<file path="config.mk">
export PLATFORM = sky130hd
export DESIGN_NAME = core_bus_bridge_flat
export DESIGN_NICKNAME = d
export VERILOG_FILES = /design/src/rtl/core_bus_bridge_pkg.sv /design/src/rtl/core_bus_bridge_if.sv /design/src/rtl/core_bus_bridge_irq_edge_latch.sv /design/src/rtl/core_bus_bridge.sv /design/src/flat_wrapper.sv
export SDC_FILE = /design/constraint.sdc
export NUM_CORES = 1
export LEC_CHECK = 0
export BUFFER_PORTS_ARGS = -buffer_cell sky130_fd_sc_hd__buf_2
export CELL_PAD_IN_SITES_DETAIL_PLACEMENT = 1
export CELL_PAD_IN_SITES_GLOBAL_PLACEMENT = 2
export CORE_ASPECT_RATIO = 0.7
export CORE_UTILIZATION = 23
export DETAILED_ROUTE_END_ITERATION = 10
export PLACE_DENSITY = 0.77
export SLEW_MARGIN = 20
export SYNTH_ARGS = -nofsm -noshare
export SYNTH_HDL_FRONTEND = slang
export SYNTH_HIERARCHICAL = 1
export SYNTH_SLANG_ARGS = --single-unit
</file>
<file path="constraint.sdc">
create_clock -name clk -period 1.5 [get_ports clk]
set_input_delay 0.45 -clock clk [delete_from_list [all_inputs] [get_ports clk]]
set_output_delay 0.45 -clock clk [all_outputs]
set_load 0.02 [all_outputs]
</file>
<file path="src/rtl/core_bus_bridge_pkg.sv">
// Shared types and helpers for the core_bus_bridge slice.
package core_bridge_pkg;

    typedef enum logic [1:0] {
        IDLE,
        ACCESS,
        RESP
    } bridge_state_t;

    localparam int unsigned IRQ_PEND_BIT = 0;

    function automatic logic in_range(input logic [31:0] addr, input int unsigned regs);
        return addr < regs;
    endfunction

endpackage

</file>
<file path="src/rtl/core_bus_bridge_if.sv">
// core_io: register/strobe/interrupt link between a bus bridge (out) and one peripheral core (core).
interface core_io #(
    parameter int unsigned REGS = 3
) ();

    logic                      clk;
    logic                      reset;
    logic [31:0]               data_in;
    logic [REGS-1:0]           write_en;
    logic [REGS-1:0]           read_en;
    logic [REGS-1:0][31:0]     data_out;
    logic                      irq_out;

    modport out (
        output clk, reset, data_in, write_en, read_en,
        input  data_out, irq_out
    );

    modport core (
        input  clk, reset, data_in, write_en, read_en,
        output data_out, irq_out
    );

endinterface

</file>
<file path="src/rtl/core_bus_bridge_irq_edge_latch.sv">
// irq_edge_latch: sticky pending bit set on a rising edge of level_in; set wins over clear.
module irq_edge_latch (
    input  logic clk,
    input  logic reset,
    input  logic level_in,
    input  logic clear,
    output logic pending_out
);

    logic prev_q, prev_d;
    logic pending_q, pending_d;

    always_comb begin
        prev_d    = level_in;
        pending_d = (level_in & ~prev_q) | (pending_q & ~clear);
    end

    always_ff @(posedge clk) begin
        if (reset) begin
            prev_q    <= 1'b0;
            pending_q <= 1'b0;
        end else begin
            prev_q    <= prev_d;
            pending_q <= pending_d;
        end
    end

    assign pending_out = pending_q;

endmodule

</file>
<file path="src/rtl/core_bus_bridge.sv">
// core_bus_bridge: single-beat bus requests to core_io strobes, registered read data/ack, irq forward.
// Optional BRIDGE_IRQ_LATCH_EN: sticky irq pending bit with a status/clear register at address REGS.
module core_bus_bridge
    import core_bridge_pkg::*;
#(
    parameter int unsigned REGS   = 3,
    parameter int unsigned ADDR_W = 8
) (
    input  logic              clk,
    input  logic              reset,
    input  logic              bus_req,
    input  logic              bus_write,
    input  logic [ADDR_W-1:0] bus_addr,
    input  logic [31:0]       bus_wdata,
    output logic              bus_ack,
    output logic              bus_err,
    output logic [31:0]       bus_rdata,
    output logic              bus_irq,
    core_io.out               io
);

    localparam int unsigned IDX_W = (REGS > 1) ? $clog2(REGS) : 1;

    bridge_state_t     state_q, state_d;
    logic              write_q, write_d;
    logic [ADDR_W-1:0] addr_q, addr_d;
    logic [31:0]       wdata_q, wdata_d;
    logic [31:0]       rdata_q, rdata_d;
    logic              flag_q, flag_d;
    logic              ack_q, ack_d;
    logic              err_q, err_d;
    logic [REGS-1:0]   write_en_c, read_en_c;
    logic [31:0]       data_in_c;
    logic [31:0]       addr_ext;
    logic [IDX_W-1:0]  idx;

`ifdef BRIDGE_IRQ_LATCH_EN
    logic pending;
    logic clear_c;

    irq_edge_latch u_irq_latch (
        .clk        (clk),
        .reset      (reset),
        .level_in   (io.irq_out),
        .clear      (clear_c),
        .pending_out(pending)
    );
`else
    logic irq_q, irq_d;
`endif

    always_comb begin
        state_d    = state_q;
        write_d    = write_q;
        addr_d     = addr_q;
        wdata_d    = wdata_q;
        rdata_d    = rdata_q;
        flag_d     = flag_q;
        write_en_c = '0;
        read_en_c  = '0;
        data_in_c  = '0;
        addr_ext   = 32'(addr_q);
        idx        = addr_ext[IDX_W-1:0];
`ifdef BRIDGE_IRQ_LATCH_EN
        clear_c    = 1'b0;
`endif
        case (state_q)
            IDLE: begin
                if (bus_req) begin
                    write_d = bus_write;
                    addr_d  = bus_addr;
                    wdata_d = bus_wdata;
                    state_d = ACCESS;
                end
            end
            ACCESS: begin
                data_in_c = wdata_q;
                flag_d    = 1'b0;
                state_d   = RESP;
                // Range check uses every address bit, so the truncated index never aliases.
                if (in_range(addr_ext, REGS)) begin
                    write_en_c = write_q  ? (REGS'(1) << idx) : '0;
                    read_en_c  = !write_q ? (REGS'(1) << idx) : '0;
                    if (!write_q) rdata_d = io.data_out[idx];
                end
`ifdef BRIDGE_IRQ_LATCH_EN
                else if (addr_ext == REGS) begin
                    if (write_q) clear_c = wdata_q[IRQ_PEND_BIT];
                    else         rdata_d = 32'(pending);
                end
`endif
                else begin
                    flag_d  = 1'b1;
                    rdata_d = '0;
                end
            end
            RESP:    state_d = IDLE;
            default: state_d = IDLE;
        endcase
        ack_d = (state_q == RESP);
        err_d = (state_q == RESP) && flag_q;
`ifndef BRIDGE_IRQ_LATCH_EN
        irq_d = io.irq_out;
`endif
    end

    always_ff @(posedge clk) begin
        if (reset) begin
            state_q <= IDLE;
            write_q <= 1'b0;
            addr_q  <= '0;
            wdata_q <= '0;
            rdata_q <= '0;
            flag_q  <= 1'b0;
            ack_q   <= 1'b0;
            err_q   <= 1'b0;
`ifndef BRIDGE_IRQ_LATCH_EN
            irq_q   <= 1'b0;
`endif
        end else begin
            state_q <= state_d;
            write_q <= write_d;
            addr_q  <= addr_d;
            wdata_q <= wdata_d;
            rdata_q <= rdata_d;
            flag_q  <= flag_d;
            ack_q   <= ack_d;
            err_q   <= err_d;
`ifndef BRIDGE_IRQ_LATCH_EN
            irq_q   <= irq_d;
`endif
        end
    end

    assign io.clk      = clk;
    assign io.reset    = reset;
    assign io.data_in  = data_in_c;
    assign io.write_en = write_en_c;
    assign io.read_en  = read_en_c;

    assign bus_ack   = ack_q;
    assign bus_err   = err_q;
    assign bus_rdata = rdata_q;
`ifdef BRIDGE_IRQ_LATCH_EN
    assign bus_irq   = pending;
`else
    assign bus_irq   = irq_q;
`endif

endmodule

</file>
<file path="src/flat_wrapper.sv">
// flat-port wrapper written by rule: the top's interface ports become plain ports
module core_bus_bridge_flat import core_bridge_pkg::*;
#(
    parameter int unsigned REGS   = 3,
    parameter int unsigned ADDR_W = 8
)
  (clk, reset, bus_req, bus_write, bus_addr, bus_wdata, bus_ack, bus_err, bus_rdata, bus_irq, io_clk, io_reset, io_data_in, io_write_en, io_read_en, io_data_out, io_irq_out);
  core_io #(.REGS(REGS)) io_i ();
  input  logic clk;
  input  logic reset;
  input  logic bus_req;
  input  logic bus_write;
  input  logic [ADDR_W-1:0] bus_addr;
  input  logic [31:0] bus_wdata;
  output logic bus_ack;
  output logic bus_err;
  output logic [31:0] bus_rdata;
  output logic bus_irq;
  output wire logic [$bits(io_i.clk)-1:0] io_clk;
  output wire logic [$bits(io_i.reset)-1:0] io_reset;
  output wire logic [$bits(io_i.data_in)-1:0] io_data_in;
  output wire logic [$bits(io_i.write_en)-1:0] io_write_en;
  output wire logic [$bits(io_i.read_en)-1:0] io_read_en;
  input wire logic [$bits(io_i.data_out)-1:0] io_data_out;
  input wire logic [$bits(io_i.irq_out)-1:0] io_irq_out;
  assign io_clk = io_i.clk;
  assign io_reset = io_i.reset;
  assign io_data_in = io_i.data_in;
  assign io_write_en = io_i.write_en;
  assign io_read_en = io_i.read_en;
  assign io_i.data_out = io_data_out;
  assign io_i.irq_out = io_irq_out;
  core_bus_bridge #(.REGS(REGS), .ADDR_W(ADDR_W)) u_core (.clk(clk), .reset(reset), .bus_req(bus_req), .bus_write(bus_write), .bus_addr(bus_addr), .bus_wdata(bus_wdata), .bus_ack(bus_ack), .bus_err(bus_err), .bus_rdata(bus_rdata), .bus_irq(bus_irq), .io(io_i));
endmodule
</file>
==> results of run 1 <==
-- worst max-delay path: cells and delay by family (launching register included) --
kind | cells | cell delay, ns
buf+inv | 2 | 0.36
simple gates | 3 | 0.69
flops | 1 | 0.33
-- state kept, by name (all words and copies together), names as in the netlist --
signal and cells:
u_core/bus_ack 1, u_core/flag_q 1, u_core/write_q 1, u_core/state_q 2, u_core/bus_irq 1, u_core/addr_q 8, u_core/wdata_q 32, u_core/bus_err 1
u_core/bus_rdata 32
-- cells in the final DEF, fill, tap and decap left out, types with 11 or more instances in the layout --
| cell type | n |
|---|---|
| nor2_1 | 43 |
| buf_2 | 169 |
| a2bb2oi_1 | 31 |
| mux2i_1 | 73 |
| buf_12 | 11 |
| and2_4 | 32 |
| buf_6 | 46 |
| buf_4 | 32 |
| o2bb2ai_2 | 24 |
| dfxtp_1 | 69 |
| clkbuf_16 | 14 |
-- layer usage --
| metal | share of wire | GRT usage | up-vias |
|---|---|---|---|
| li1 | - | - | 1749 |
| met1 | 0.43 | 0.1868 | 1729 |
| met2 | 0.49 | 0.2735 | 109 |
| met3 | 0.063 | 0.05473 | 14 |
| met4 | 0.012 | 0.05307 | 2 |
| met5 | 0.00091 | 0 | - |
-- layout make-up --
type	instances	area, um2
Antenna cell	1	2.502
Clock buffer	13	294.0
Clock inverter	4	72.57
Fill cell	1859	9836
Inverter	1	3.754
Multi-Input combinational cell	234	2321
Sequential cell	79	1594
Tap cell	225	281.5
Timing Repair Buffer	267	2039
-- synth_stat cells --
cell type | count | area, um2
nor4b_1 | 1 | 8.760
a32o_2 | 1 | 11.26
nand2b_1 | 1 | 6.260
o2bb2ai_2 | 30 | 450.4
buf_2 | 2 | 10.01
nor2b_1 | 4 | 25.02
nor2_1 | 43 | 161.4
nand4_1 | 1 | 6.260
o2bb2ai_1 | 2 | 17.52
a211oi_2 | 1 | 12.51
nand4_2 | 1 | 12.51
o211a_1 | 1 | 10.01
nor4_1 | 1 | 6.260
clkbuf_8 | 6 | 82.58
dfxtp_1 | 79 | 1582
clkbuf_1 | 7 | 26.28
dlygate4sd1_1 | 1 | 8.760
a2bb2oi_1 | 32 | 280.3
inv_1 | 1 | 3.750
nor3b_1 | 4 | 30.03
nor3_1 | 1 | 5.000
nor4_4 | 1 | 21.27
buf_4 | 10 | 75.07
buf_6 | 8 | 90.09
nand3_1 | 1 | 5.000
and2_1 | 34 | 212.7
and2b_1 | 1 | 7.510
mux2i_1 | 73 | 730.7
-- repair_timing --
action                                 4_1_cts  5_1_grt
endpoints found under the hold margin        0        0
hold buffers                                 0        0
gates resized for setup                    139       29
gates cloned                                 9        4
pin swaps                                   34       29
buffers inserted                            19        8
setup endpoints to repair                   72      109
-- kinds of logic (layout without fill, tap and decap cells) --
logic type	after synthesis	count (layout)	synth area share
flops	79	79	0.4056
other cells	0	1	0
compound gates	67	67	0.2006
buf+inv	35	285	0.07606
simple gates	94	94	0.1303
mux	73	73	0.1874
-- report_power, final --
group | leakage, nW | total [mW] | internal [mW] | switching, mW
Combinational | 2.20 | 1.36 | 0.722 | 0.636
Clock | 0.176 | 2.68 | 1.73 | 0.944
Sequential | 0.649 | 2.28 | 2.21 | 0.0706
Total | 3.03 | 6.32 | 4.67 | 1.65
-- worst max path at each step --
stage | from | endpoint | slack, ns | cells after the start
after global placement | u_core/addr_q[2] | io_write_en[2] | -0.35 | 4
final | u_core/addr_q[2] | io_read_en[2] | -0.79 | 5
after floorplan | u_core/addr_q[2] | io_write_en[0] | -0.21 | 3
after global routing | u_core/addr_q[2] | io_read_en[2] | -0.85 | 5
after CTS | u_core/addr_q[5] | io_write_en[2] | -0.79 | 5
after detailed placement | u_core/addr_q[2] | io_write_en[2] | -0.38 | 4
==> flow_metrics.tcl, run 1 <==
set metrics [dict create \
    status "finished with violations" \
    violations "setup timing" \
    syn_inst 348 \
    synth_area_mm2 0.003899 \
    antenna_found_initial 2 \
    crit_required_ns 1.05 \
    ys_seq_area_frac 0.4056 \
    cp_data_arrival_time_ns 1.84 \
    drt_iter0_markers 115 \
    fin_ws_ns -0.7881 \
    max_freq_mhz 437.0 \
    grt_pass1_wl_um 21050 \
    die_h_um 110.9 \
    max_stage_delay_ns 0.36 \
    num_vias 3603 \
    crit_path_start_kind "register" \
    r2r_cells 9 \
    fin_util 0.4019 \
    dieWidth_um 157.6 \
    ys_warn_count 6 \
    grt_max_degree 35 \
    rsz0062_at_grt "yes" \
    worstMarginPinSlew_ns 0.3919 \
    critPathKind "reg -> out" \
    syn_avg_cell_area_um2 11.20 \
    dr.pass1.iters 5 \
    crit_path_end_kind "output port" \
    synth_cell_types 28 \
    leakage_nw 3.027 \
    drive_gt1_frac 0.6221 \
    dp.cells 777 \
    finalCriticalPeriod_ns 2.288 \
    fin_setup_tns_ns -24.19 \
    io_pins 216 \
    first_global_vias 3939 \
    crit_chain "nor4_4, buf_4, nand3_4, nor4b_4, buf_4" \
    powerDensity_mw_per_mm2 956.2 \
    wire_per_inst_um 17.31 \
    viasPerCell 4.373 \
    hold_viol 0 \
    hpwl_um 9275 \
    hold_depth 2 \
    whs_ns 0.2127 \
    place.gp.congestion 0.7384 \
    route.detailed.drc 0 \
    initial_utilization 0.2371 \
    r2r-start "u_core/state_q[0]" \
    coreArea_mm2 0.01644 \
    syn2layout_area_growth_pct 69.51 \
    synth-seq-cells 79 \
    grtUsageTotal 0.1606 \
    cts_tree "yes" \
    fin_cells 824 \
    report.final.slew_viol_count 0 \
    slew_headroom 0.7387 \
    ant_nets 0 \
    power_mw 6.320 \
    layout.nets 736 \
    place_ws_ns -0.3850 \
    ir_worst_vdd_mv 0.6372 \
    clk_latency_ns 0.45 \
    critPathMostFrequentCell "buf_4" \
    hold_path.class "in -> reg" \
    cts.clk_slew.worst_paths_ns 0.06 \
    period_share 1.525 \
    die_area_mm2 0.01748 \
    hold_path_end "u_core/bus_irq" \
    drv_cap 0 \
    port_buffers 215 \
    min_from "io_irq_out" \
    worstPathMaxFanout 4 \
    overflow 0 \
    dpl_cell_area_mm2 0.005263 \
    post-route-cell-area_mm2 0.006609 \
    synth_nets 489 \
    final.setup_skew_ns 0.007044 \
    rows 39 \
    totalWireLength_um 14260 \
    rrSetupSlack_ns -0.17 \
    crit_slowest_cell "nor4_4" \
    setup_viol 71 \
    r2r_end "u_core/bus_rdata[22]" \
]
Note: power is estimated with default switching activity, not from simulation.
==> inputs of run 2 (changes only) <==
Settings changed: CELL_PAD_IN_SITES_DETAIL_PLACEMENT 1 to not set, CELL_PAD_IN_SITES_GLOBAL_PLACEMENT 2 to not set, CORE_UTILIZATION 23 to 40.
==> run 2 against run 1 <==
Effect of this change:
- final area shrank 6.4%
- sequential cell count is the same
- clock skew grew 0.00065 ns
- first-iteration DRC count grew 16%
- the flow still finishes with violations (setup timing)
- highest routed layer unchanged
- non-clock buffer count shrank 11
- register-to-register slack lost 0.20 ns
==> flow_metrics.tcl, run 2 (synthesis gave the netlist of run 1 again) <==
set metrics [dict create \
    status "finished with violations" \
    clk_latency_ns 0.44 \
    dieWidth_um 120 \
    max_freq_mhz 450.9 \
    grtUsageTotal 0.2304 \
    period_share 1.479 \
    post-route-cell-area_mm2 0.006187 \
    violations "setup timing" \
    antenna_found_initial 3 \
    first_global_vias 3594 \
    setup_viol 70 \
    comb_power_share 0.215 \
    io_pins 216 \
    coreArea_mm2 0.009253 \
    rsz0062_at_grt "yes" \
    die_area_mm2 0.01015 \
    p_int_mw 4.307 \
    final_common_cell "buf_2" \
    drt_iter0_markers 133 \
    place.gp.congestion 0.7639 \
    fillers 715 \
    ir_worst_vdd_mv 0.9176 \
    min_from "io_irq_out" \
    fin_cells 716 \
    layout.nets 725 \
    crit_slowest_cell "dfxtp_2" \
    r2r-start "u_core/addr_q[2]" \
    power_mw 5.902 \
    max_stage_delay_ns 0.33 \
    cts_hold_buffers 0 \
    crit_path_start "u_core/addr_q[2]" \
    hpwl_um 7893 \
    worstPathMaxFanout 4 \
    hold_viol 0 \
    p_clk_frac 0.397 \
    leakage_nw 2.885 \
    viasPerCell 5.021 \
    crit_path_end_kind "output port" \
    die_h_um 84.60 \
    switchingPower_mw 1.594 \
    cts.clk_slew.worst_paths_ns 0.06 \
    totalWireLength_um 12190 \
    crit_family "simple AND/OR/NAND/NOR gates" \
    cp_data_arrival_time_ns 1.77 \
    fin_ws_ns -0.7180 \
    critPathMostFrequentCell "buf_4" \
    port_buffers 215 \
    dp.cells 672 \
    whs_ns 0.2461 \
    dpl_cell_area_mm2 0.005092 \
    rows 29 \
    report.final.slew_viol_count 0 \
    grt_pass1_wl_um 18200 \
    overflow 0 \
    final.setup_skew_ns 0.007699 \
    fin_util 0.6687 \
    drive_gt1_frac 0.6146 \
    num_vias 3595 \
    initial_utilization 0.4214 \
    powerDensity_mw_per_mm2 953.9 \
    crit_required_ns 1.05 \
    syn2layout_area_growth_pct 58.70 \
    mostFrequentLayoutCells "175 x buf_2, 71 x dfxtp_1, 70 x mux2i_1, 47 x buf_6, 43 x nor2_1" \
    slew_headroom 0.7863 \
    cp_num_buf_inv 2 \
    ant_nets 0 \
    wire_per_inst_um 17.02 \
    dr.pass1.iters 4 \
    route.detailed.drc 0 \
    drv_cap 0 \
    crit_chain "nor4_4, buf_4, nand3_4, nor4b_4, buf_4" \
    crit_path_start_kind "register" \
    grt_max_degree 33 \
    worstMarginPinSlew_ns 0.3193 \
    switching_share 0.2702 \
    finalCriticalPeriod_ns 2.218 \
    cts_tree "yes" \
    critPathKind "reg -> out" \
    p_seq_frac 0.388 \
    hold_path.class "in -> reg" \
]
## run 2: metrics by stage
step,setup WS [ns],setup TNS (ns)
after CTS,-0.7246,-24.59
after global routing,-0.8066,-35.25
after global placement,-0.3442,-7.366
after detailed placement,-0.3383,-9.465
final,-0.7180,-29.98
after floorplan,-0.2111,-1.028
## run 2: worst paths after layout
| check | end | slack (ns) | cells past startpoint |
|---|---|---|---|
| hold / removal | u_core/bus_irq | 0.25 | 2 |
| setup reg to reg | u_core/bus_rdata[2] | -0.37 | 10 |
| hold reg to reg | u_core/bus_rdata[5] | 0.47 | 1 |
| setup / recovery | io_read_en[2] | -0.72 | 5 |
## run 2: power by group through the flow
stage | registers, mW | logic, mW | clock network, mW
after floorplan | 2.35 | 0.634 | 0.0779
after global placement | 2.31 | 0.968 | 0.0623
after detailed placement | 2.32 | 0.996 | 0.0623
after CTS | 2.28 | 1.23 | 2.40
after global routing | 2.30 | 1.35 | 2.50
final | 2.29 | 1.27 | 2.34
## run 2: layout make-up
cell class	instances	area (um2)	share of cell area
Multi-Input combinational cell	234	2265	0.3660
Sequential cell	79	1592	0.2572
Antenna cell	3	7.507	0.001213
Clock inverter	5	33.78	0.005460
Inverter	1	3.754	0.0006067
Clock buffer	14	297.8	0.04813
Timing Repair Buffer	256	1833	0.2963
Tap cell	124	155.1	0.02508
## run 2: timing repair
item / in CTS / in global routing
resized for setup: 139 / 32
gates cloned: 7 / 2
setup endpoints to repair: 62 / 100
buffers inserted: 12 / 9
pin swaps: 36 / 10
## run 2: metal layers
layer	global-route usage	wire (um)	up-vias	part of all wire
li1	-	-	1731	-
met1	0.2837	5317	1711	0.44
met2	0.3809	5954	133	0.49
met3	0.07337	742	18	0.061
met4	0.07500	157	2	0.013
met5	0	13	-	0.0011
==> inputs of run 3 (changes only) <==
Settings changed: BUFFER_PORTS_ARGS -buffer_cell sky130_fd_sc_hd__buf_2 to -buffer_cell sky130_fd_sc_hd__buf_4.
==> run 3 against run 2 <==
Effect of this change:
- the run still ends with setup timing left
- global-route usage up 0.23 points
- via count down 1.0%
- non-clock buffer count down 6
- clock-buffer cell count down 1
- worst setup slack worse by 0.028 ns
- combinational power up 3%
- largest cell class unchanged
==> flow_metrics.tcl, run 3 (synthesis gave the netlist of run 1 again) <==
set metrics [dict create \
    coreArea_mm2 0.009253 \
    die_area_mm2 0.01015 \
    overflow 0 \
    grt_max_degree 33 \
    critPathKind "reg -> out" \
    dieWidth_um 120 \
    antenna_found_initial 0 \
    crit_required_ns 1.05 \
    crit_path_start_kind "register" \
    die_h_um 84.60 \
    final.setup_skew_ns 0.004549 \
    io_pins 216 \
    place_ws_ns -0.3615 \
    port_buffers 215 \
    slew_headroom 0.7748 \
    drt_iter0_markers 135 \
    report.final.slew_viol_count 0 \
    max_freq_mhz 445.2 \
    dpl_cell_area_mm2 0.005638 \
    post-route-cell-area_mm2 0.006460 \
    whs_ns 0.2260 \
    diodes 0 \
    worstPathMaxFanout 4 \
    powerDensity_mw_per_mm2 1009 \
    cts.clk_slew.worst_paths_ns 0.06 \
    rows 29 \
    ir_worst_vdd_mv 0.9371 \
    route.detailed.drc 0 \
    hold_path.class "in -> reg" \
    crit_path_end_kind "output port" \
    grt_pass1_wl_um 18350 \
    period_share 1.498 \
    first_global_vias 3626 \
    cp_data_arrival_time_ns 1.80 \
    drive_gt1_frac 0.5626 \
    drv_cap 0 \
    status "finished with violations" \
    viasPerCell 5.033 \
    fin_ws_ns -0.7463 \
    wire_per_inst_um 17.79 \
    fin_util 0.6982 \
    worstMarginPinSlew_ns 0.3378 \
    initial_utilization 0.4214 \
    clk_latency_ns 0.45 \
    cts_tree "yes" \
    ant_nets 0 \
    grtUsageTotal 0.2326 \
    place.gp.congestion 0.7509 \
    hold_depth 2 \
    leakage_nw 2.979 \
    totalWireLength_um 12580 \
    layout.nets 719 \
    fillers 699 \
    hpwl_um 8434 \
    mostFrequentLayoutCells "222 x buf_4, 74 x dfxtp_1, 73 x mux2i_1, 43 x nor2_1" \
    finalCriticalPeriod_ns 2.246 \
    rsz0062_at_grt "yes" \
    num_vias 3558 \
    syn2layout_area_growth_pct 65.69 \
    setup_viol 39 \
    hold_viol 0 \
    cts_hold_buffers 0 \
    r2r_cells 5 \
    violations "setup timing" \
    dr.pass1.iters 4 \
    final_common_cell "buf_4" \
]
==> run 3: cell types whose count changed in the layout (fill, tap and decap cells not counted), sizes merged <==
cell	previous run	this run
buf	256	245
clkinvlp	2	1
clkinv	2	0
bufinv	0	3
diode	3	0
clkbuf	14	16
inv	2	3
bufbuf	0	2
==> run 3: timing repair <==
| item | CTS | global route |
|---|---|---|
| endpoints found under the setup margin | 62 | 100 |
| cloned | 2 | 6 |
| gates resized for setup | 29 | 13 |
| buffers inserted | 8 | 3 |
| pin swaps | 3 | 8 |
| endpoints found under the hold margin | 0 | 0 |
==> run 3: final timing paths <==
| path | endpoint | startpoint | slack (ns) |
|---|---|---|---|
| hold reg to reg | u_core/bus_rdata[3] | u_core/bus_rdata[3] | 0.47 |
| setup reg to reg | u_core/bus_rdata[14] | u_core/addr_q[1] | -0.02 |
| hold / removal | u_core/bus_irq | io_irq_out | 0.23 |
| setup / recovery | io_write_en[2] | u_core/addr_q[1] | -0.75 |
==> run 3: report_power, final <==
group / internal (mW) / switching [mW] / leakage, nW
sequential: 2.21 / 0.0675 / 0.647
combinational: 0.731 / 0.575 / 2.13
clock: 1.98 / 0.956 / 0.202
==> run 3: per-layer routing <==
metal | GRT usage | wire length, um | vias to the layer above
li1 | - | - | 1716
met4 | 0.06932 | 91 | 0
met5 | 0 | 0 | -
met1 | 0.2673 | 5366 | 1721
met2 | 0.4060 | 6314 | 110
met3 | 0.08152 | 803 | 11
==> run 3: layout make-up <==
type,count,area [um2],area share
well taps,124,155.1,0.02402
inverters,1,3.754,0.0005811
clock inverters,6,115.1,0.01782
flip-flops and latches,79,1588,0.2458
clock buffers,13,304.0,0.04707
repair buffers,250,2127,0.3293
multi-input cells,234,2167,0.3355
==> run 3: through the flow <==
| step | total power, mW | cells | setup TNS [ns] |
|---|---|---|---|
| final | 6.520 | 707 | -21.66 |
| after floorplan | 3.061 | 348 | -1.028 |
| after global routing | 6.781 | 707 | -25.53 |
| after detailed placement | 3.534 | 673 | -9.251 |
| after CTS | 6.494 | 701 | -21.69 |
| after global placement | 3.497 | 673 | -6.843 |
==> run 3: worst max-delay path: stages (launching register included) <==
cell and delay (ns):
dfxtp_2 0.34, a211oi_2 0.24, buf_4 0.19, nand4_1 0.12, buf_6 0.15, nor3b_4 0.17, buf_6 0.14
